### src/rtl/msrv32_pkg.sv
// msrv32_pkg: shared encodings for the writeback stage (wb source, load size, FSM state).
package msrv32_pkg;

    typedef enum logic [1:0] {
        WB_ALU  = 2'b00,
        WB_LOAD = 2'b01,
        WB_CSR  = 2'b10,
        WB_PC4  = 2'b11
    } wb_sel_e;

    typedef enum logic [1:0] {
        LS_BYTE = 2'b00,
        LS_HALF = 2'b01,
        LS_WORD = 2'b10
    } load_size_e;

    typedef logic [0:0] wb_state_t;
    localparam wb_state_t ST_IDLE     = 1'b0;
    localparam wb_state_t ST_WAIT_MEM = 1'b1;

endpackage

### src/rtl/msrv32_writeback_stage_if.sv
// msrv32_writeback_stage_if: stage 2 -> stage 3 instruction handshake bundle.
interface msrv32_writeback_stage_if #(parameter int DATA_W = 32);
    logic              valid_in;
    logic              ready_out;
    logic [4:0]        rd_addr_in;
    logic              wr_en_req_in;
    logic [1:0]        wb_sel_in;
    logic [DATA_W-1:0] alu_result_in;
    logic [DATA_W-1:0] csr_data_in;
    logic [DATA_W-1:0] pc_plus4_in;
    logic [1:0]        load_size_in;
    logic              load_unsigned_in;

    modport master (
        output valid_in, rd_addr_in, wr_en_req_in, wb_sel_in, alu_result_in,
               csr_data_in, pc_plus4_in, load_size_in, load_unsigned_in,
        input  ready_out
    );

    modport slave (
        input  valid_in, rd_addr_in, wr_en_req_in, wb_sel_in, alu_result_in,
               csr_data_in, pc_plus4_in, load_size_in, load_unsigned_in,
        output ready_out
    );
endinterface

### src/rtl/msrv32_load_align.sv
// msrv32_load_align: extracts and sign/zero-extends a byte, half or word from a read word.
module msrv32_load_align
    import msrv32_pkg::*;
(
    input  logic [31:0] rdata_in,
    input  logic [1:0]  addr_in,
    input  logic [1:0]  size_in,
    input  logic        unsigned_in,
    output logic [31:0] data_out
);
    logic [7:0]  byte_lane;
    logic [15:0] half_lane;

    assign byte_lane = rdata_in[{addr_in, 3'b000} +: 8];
    assign half_lane = addr_in[1] ? rdata_in[31:16] : rdata_in[15:0];

    // size 2'b11 falls through to word
    assign data_out = (size_in == LS_BYTE) ? {{24{~unsigned_in & byte_lane[7]}}, byte_lane} :
                      (size_in == LS_HALF) ? {{16{~unsigned_in & half_lane[15]}}, half_lane} :
                      rdata_in;
endmodule

### src/rtl/msrv32_writeback_stage.sv
// msrv32_writeback_stage: pipeline stage 3, selects writeback source and drives the register file.
// Define MSRV32_WB_RETIRE_CNT_EN to add the retired-instruction counter output.
module msrv32_writeback_stage
    import msrv32_pkg::*;
#(
    parameter int DATA_W = 32
`ifdef MSRV32_WB_RETIRE_CNT_EN
    , parameter int RET_CNT_W = 64
`endif
) (
    input  logic                 clock,
    input  logic                 reset_in,
    msrv32_writeback_stage_if.slave s2,
    input  logic [DATA_W-1:0]    dmem_rdata_in,
    input  logic                 dmem_rvalid_in,
    output logic [4:0]           rd_addr_out,
    output logic                 wr_en_out,
    output logic [DATA_W-1:0]    rd_out,
    output logic                 retire_out,
    output logic                 pend_load_valid_out,
    output logic [4:0]           pend_load_rd_out
`ifdef MSRV32_WB_RETIRE_CNT_EN
    , output logic [RET_CNT_W-1:0] retire_count_out
`endif
);
    wb_state_t         state_q;
    logic [4:0]        ld_rd_q;
    logic              ld_wen_q;
    logic [1:0]        ld_size_q;
    logic              ld_uns_q;
    logic [1:0]        ld_addr_q;
    logic              hs;
    logic              take_op;
    logic              take_ld;
    logic              ld_done;
    logic              retire_d;
    logic              op_wen;
    logic [DATA_W-1:0] op_data;
    logic [DATA_W-1:0] load_data;

    assign s2.ready_out        = (state_q == ST_IDLE);
    assign hs                  = s2.valid_in && s2.ready_out;
    assign take_ld             = hs && (s2.wb_sel_in == WB_LOAD);
    assign take_op             = hs && (s2.wb_sel_in != WB_LOAD);
    assign ld_done             = (state_q == ST_WAIT_MEM) && dmem_rvalid_in;
    assign retire_d            = take_op || ld_done;
    assign op_wen              = s2.wr_en_req_in && (s2.rd_addr_in != 5'd0);
    assign pend_load_valid_out = (state_q == ST_WAIT_MEM);
    assign pend_load_rd_out    = pend_load_valid_out ? ld_rd_q : 5'd0;
    assign op_data = (s2.wb_sel_in == WB_CSR) ? s2.csr_data_in :
                     (s2.wb_sel_in == WB_PC4) ? s2.pc_plus4_in : s2.alu_result_in;

    msrv32_load_align u_align (
        .rdata_in    (dmem_rdata_in),
        .addr_in     (ld_addr_q),
        .size_in     (ld_size_q),
        .unsigned_in (ld_uns_q),
        .data_out    (load_data)
    );

    always_ff @(posedge clock or posedge reset_in) begin
        if (reset_in) begin
            state_q     <= ST_IDLE;
            ld_rd_q     <= 5'd0;
            ld_wen_q    <= 1'b0;
            ld_size_q   <= 2'd0;
            ld_uns_q    <= 1'b0;
            ld_addr_q   <= 2'd0;
            rd_addr_out <= 5'd0;
            wr_en_out   <= 1'b0;
            rd_out      <= '0;
            retire_out  <= 1'b0;
        end else begin
            wr_en_out  <= 1'b0;
            retire_out <= retire_d;
            if (take_ld) begin
                state_q   <= ST_WAIT_MEM;
                ld_rd_q   <= s2.rd_addr_in;
                ld_wen_q  <= op_wen;
                ld_size_q <= s2.load_size_in;
                ld_uns_q  <= s2.load_unsigned_in;
                ld_addr_q <= s2.alu_result_in[1:0];
            end else if (take_op) begin
                rd_addr_out <= s2.rd_addr_in;
                wr_en_out   <= op_wen;
                rd_out      <= op_data;
            end else if (ld_done) begin
                state_q     <= ST_IDLE;
                rd_addr_out <= ld_rd_q;
                wr_en_out   <= ld_wen_q;
                rd_out      <= load_data;
            end
        end
    end

`ifdef MSRV32_WB_RETIRE_CNT_EN
    always_ff @(posedge clock or posedge reset_in) begin
        if (reset_in) retire_count_out <= '0;
        else if (retire_d) retire_count_out <= retire_count_out + RET_CNT_W'(1);
    end
`endif
endmodule
### src/flat_wrapper.sv
// flat-port wrapper written by rule: the top's interface ports become plain ports
module msrv32_writeback_stage_flat import msrv32_pkg::*;
#(
    parameter int DATA_W = 32

)
  (clock, reset_in, dmem_rdata_in, dmem_rvalid_in, rd_addr_out, wr_en_out, rd_out, retire_out, pend_load_valid_out, pend_load_rd_out, s2_valid_in, s2_rd_addr_in, s2_wr_en_req_in, s2_wb_sel_in, s2_alu_result_in, s2_csr_data_in, s2_pc_plus4_in, s2_load_size_in, s2_load_unsigned_in, s2_ready_out);
  msrv32_writeback_stage_if #(.DATA_W(DATA_W)) s2_i ();
  input  logic clock;
  input  logic reset_in;
  input  logic [DATA_W-1:0] dmem_rdata_in;
  input  logic dmem_rvalid_in;
  output logic [4:0] rd_addr_out;
  output logic wr_en_out;
  output logic [DATA_W-1:0] rd_out;
  output logic retire_out;
  output logic pend_load_valid_out;
  output logic [4:0] pend_load_rd_out;
  input wire logic [$bits(s2_i.valid_in)-1:0] s2_valid_in;
  input wire logic [$bits(s2_i.rd_addr_in)-1:0] s2_rd_addr_in;
  input wire logic [$bits(s2_i.wr_en_req_in)-1:0] s2_wr_en_req_in;
  input wire logic [$bits(s2_i.wb_sel_in)-1:0] s2_wb_sel_in;
  input wire logic [$bits(s2_i.alu_result_in)-1:0] s2_alu_result_in;
  input wire logic [$bits(s2_i.csr_data_in)-1:0] s2_csr_data_in;
  input wire logic [$bits(s2_i.pc_plus4_in)-1:0] s2_pc_plus4_in;
  input wire logic [$bits(s2_i.load_size_in)-1:0] s2_load_size_in;
  input wire logic [$bits(s2_i.load_unsigned_in)-1:0] s2_load_unsigned_in;
  output wire logic [$bits(s2_i.ready_out)-1:0] s2_ready_out;
  assign s2_i.valid_in = s2_valid_in;
  assign s2_i.rd_addr_in = s2_rd_addr_in;
  assign s2_i.wr_en_req_in = s2_wr_en_req_in;
  assign s2_i.wb_sel_in = s2_wb_sel_in;
  assign s2_i.alu_result_in = s2_alu_result_in;
  assign s2_i.csr_data_in = s2_csr_data_in;
  assign s2_i.pc_plus4_in = s2_pc_plus4_in;
  assign s2_i.load_size_in = s2_load_size_in;
  assign s2_i.load_unsigned_in = s2_load_unsigned_in;
  assign s2_ready_out = s2_i.ready_out;
  msrv32_writeback_stage #(.DATA_W(DATA_W)) u_core (.clock(clock), .reset_in(reset_in), .s2(s2_i), .dmem_rdata_in(dmem_rdata_in), .dmem_rvalid_in(dmem_rvalid_in), .rd_addr_out(rd_addr_out), .wr_en_out(wr_en_out), .rd_out(rd_out), .retire_out(retire_out), .pend_load_valid_out(pend_load_valid_out), .pend_load_rd_out(pend_load_rd_out));
endmodule
### config.mk
export PLATFORM = sky130hd
export DESIGN_NAME = msrv32_writeback_stage_flat
export DESIGN_NICKNAME = d
export VERILOG_FILES = /design/src/rtl/msrv32_pkg.sv /design/src/rtl/msrv32_writeback_stage_if.sv /design/src/rtl/msrv32_load_align.sv /design/src/rtl/msrv32_writeback_stage.sv /design/src/flat_wrapper.sv
export SDC_FILE = /design/constraint.sdc
export NUM_CORES = 1
export LEC_CHECK = 0
export BUFFER_PORTS_ARGS = -buffer_cell sky130_fd_sc_hd__buf_2
export CAP_MARGIN = 40
export CORE_MARGIN = 8
export CORE_UTILIZATION = 49
export DETAILED_ROUTE_END_ITERATION = 8
export HOLD_SLACK_MARGIN = 0.06
export PLACE_DENSITY = 0.86
export SLEW_MARGIN = 15
export SYNTH_ARGS = -nofsm -noshare
export SYNTH_HDL_FRONTEND = slang
export SYNTH_SLANG_ARGS = --single-unit
### constraint.sdc
create_clock -name clock -period 4.9 [get_ports clock]
set_clock_uncertainty 0.15 [all_clocks]
set_input_delay 0.245 -clock clock [delete_from_list [all_inputs] [get_ports clock]]
set_output_delay 0.245 -clock clock [all_outputs]
set_load 0.03 [all_outputs]
==> results_dict.tcl <==
set metrics [dict create \
    synth_edf_count 0 \
    drt-total-wl_um 13150 \
    antenna_found_initial 4 \
    ys_warn_count 0 \
    synth_compound_gate_area_share_pct 26.85 \
    synth_flop_cell "dfrtp_1" \
    grt_pass1_vias 4039 \
    worstSetupStartpointType "register" \
    nets 739 \
    tightest_slew_ns 0.8645 \
    cts.sink_count 51 \
    initial_core_util_pct 49.50 \
    grt-ovfl-total 0 \
    required_ns 4.97 \
    rsz0062_at_grt "no" \
    clockRootBuffer "clkbuf_8" \
    synthToLayoutAreaGrowth_pct 35.54 \
    ys_types 48 \
    power.density_nw_per_um2 328.2 \
    synth_top_family_by_area "compound AO/OA/AOI/OAI gates" \
    synth-seq-cells 51 \
    dr.pass1.iters 5 \
    drtAntennaViolNets 0 \
    cts_buffers 5 \
    synth-adder-area-share_pct 0 \
    io_pins 189 \
    clk_path_buf_depth 2 \
    finalSetupViolations 0 \
    ctsHoldBuffers 17 \
    placed_cells 669 \
    cts.htree.levels 2 \
    muxShareOfSynthArea_pct 13.75 \
    die_w_um 100.7 \
    synth_fp_nets 558 \
    hold_viol_final 0 \
    drtIter0Drc 309 \
    layout_commonest_cell "buf_2" \
    layout_common_cells "buf_2, nand2_1, dfrtp_1" \
    n_fill_cell 602 \
    finalCriticalPeriod_ns 2.408 \
    grt_max_degree 43 \
    p_leak_nw 2.311 \
    crit_fanout 19 \
    io_buffers 188 \
    synth_xor_area_share_pct 0 \
    viasPerCell 5.748 \
    core_area_sq_um 7098 \
    crit_type "register to register" \
    cts_tree "built" \
    synthCells 415 \
    grt_pass1_wl_um 20540 \
    cp-end-kind "register" \
    ctsResizeCount 0 \
    clkTransAtPathRegs_ns 0.09 \
    dp_hpwl_um 9958 \
    netlist_area_sq_um 3513 \
    slew_viol_final 0 \
    hold_path.class "input pin to register" \
    timing.final.crit_share_pct 49.15 \
    postSynthAreaPerCell_sq_um 8.466 \
    drive_gt1_share_pct 35.85 \
    drc 0 \
    arrival_ns 2.48 \
    place_congestion 0.8353 \
    post_cts.repair.setup_buffers 0 \
    rows 31 \
    vias 4012 \
    clkLatencyLatePin_ns 0.30 \
    grt.total_usage_pct 25.52 \
    relSlewSlack_pct 42.25 \
    peakVddDrop_uv 169.0 \
    setup_tns_ns 0 \
    synthSimpleGateAreaFrac_pct 16.27 \
    async_reset_ff_share_pct 100.0 \
    p_total_w 0.001563 \
    fmax_mhz 415.2 \
    status "finished clean" \
    avgRoutedWirePerCell_um 18.83 \
    dieArea_sq_um 10140 \
    fp.dieH_um 100.7 \
    final_cells 698 \
    yosysSeqAreaShare_pct 36.32 \
    drv_cap 0 \
]
## through the flow
stage | util (%) | worst slack (ns) | area [sq um] | hold WS, ns
2_1_floorplan | - | 3.123 | 3513 | 0.1914
4_1_cts | 66.74 | 2.527 | 4737 | 0.06339
3_5_place_dp | 62.88 | 2.526 | 4463 | 0.1816
6_report | 67.09 | 2.492 | 4762 | 0.06627
3_3_place_gp | 61.82 | 2.305 | 4388 | 0.2851
5_1_grt | 67.09 | 2.311 | 4762 | 0.06289
## worst max-delay path, stage by stage, from the launching register on
cell     delay (ns)
dfrtp_1        0.86
nor2b_1        0.78
a22o_1         0.23
a22oi_1        0.10
a22oi_1        0.22
## final cells by class
cell class	instances	area (sq um)	share of cell area, %
Clock buffer	7	96.34	2.023
Sequential cell	51	1276	26.80
Multi-Input combinational cell	318	1998	41.96
Antenna cell	2	5.005	0.1051
Timing Repair Buffer	213	1229	25.80
Inverter	7	26.28	0.5518
Clock inverter	1	7.507	0.1576
Tap cell	99	123.9	2.601
## where the power goes
group | internal (W) | switching, W
Clock | 0.000129 | 0.000144
Sequential | 0.000509 | 0.0000868
Combinational | 0.000263 | 0.000430
## Yosys cell counts (2+ instances only)
library cell	count	area [sq um]
o21ai_1	5	25.02
clkbuf_1	11	41.29
buf_4	5	37.54
a22oi_1	15	112.6
nor2_1	32	120.1
a31oi_1	7	43.79
nor3_1	5	25.02
a21oi_1	45	225.2
nor2b_1	2	12.51
nand2_1	71	266.5
a22o_1	10	87.58
and2_1	6	37.54
mux4_2	4	90.09
buf_6	3	33.78
a2111oi_0	2	17.52
a221oi_1	3	26.28
buf_2	19	95.09
nor4_1	2	12.51
o22ai_1	21	131.4
inv_1	7	26.28
o21ai_0	15	75.07
dfrtp_1	51	1276
mux2i_1	37	370.4
nand3_1	4	20.02
o211ai_1	10	75.07
## metal layers
metal,up-vias,GRT usage (%),wire length (um)
met5,-,0,20
met4,4,8.721,336
met3,34,8.287,1238
met2,178,44.27,6718
met1,1906,28.59,4832
li1,1890,-,-
## sequential cells by signal, summed over array words and instances, names as in the netlist
| register | flops |
|---|---|
| u_core.ld_uns_q | 1 |
| u_core.ld_size_q | 2 |
| u_core.rd_addr_out | 5 |
| u_core.rd_out | 32 |
| u_core.ld_wen_q | 1 |
| u_core.ld_rd_q | 5 |
| u_core.wr_en_out | 1 |
| u_core.pend_load_valid_out | 1 |
| u_core.retire_out | 1 |
| u_core.ld_addr_q | 2 |
## worst paths after layout
path                            slack (ns)                end                 from  cells after the start
worst max-delay path                  2.49  u_core.rd_out[14]  u_core.ld_addr_q[1]                      4
worst min-delay path                  0.07  u_core.rd_out[28]    dmem_rdata_in[28]                      3
worst max register to register        2.49  u_core.rd_out[14]  u_core.ld_addr_q[1]                      4
worst min register to register        0.35    u_core.ld_wen_q      u_core.ld_wen_q                      2
max in group asynchronous             3.67   u_core.rd_out[5]             reset_in                      4
min in group asynchronous             0.38  u_core.rd_out[26]             reset_in                      3
## logic make-up (layout without fill, tap and decap cells)
logic type | count (synthesis) | after routing
and+or+nand+nor | 131 | 131
AOI/OAI and AO/OA | 145 | 145
DFF | 51 | 51
buffers and inverters | 46 | 228
muxes | 42 | 42
other | 0 | 2
Note: power is estimated with default switching activity, not from simulation.
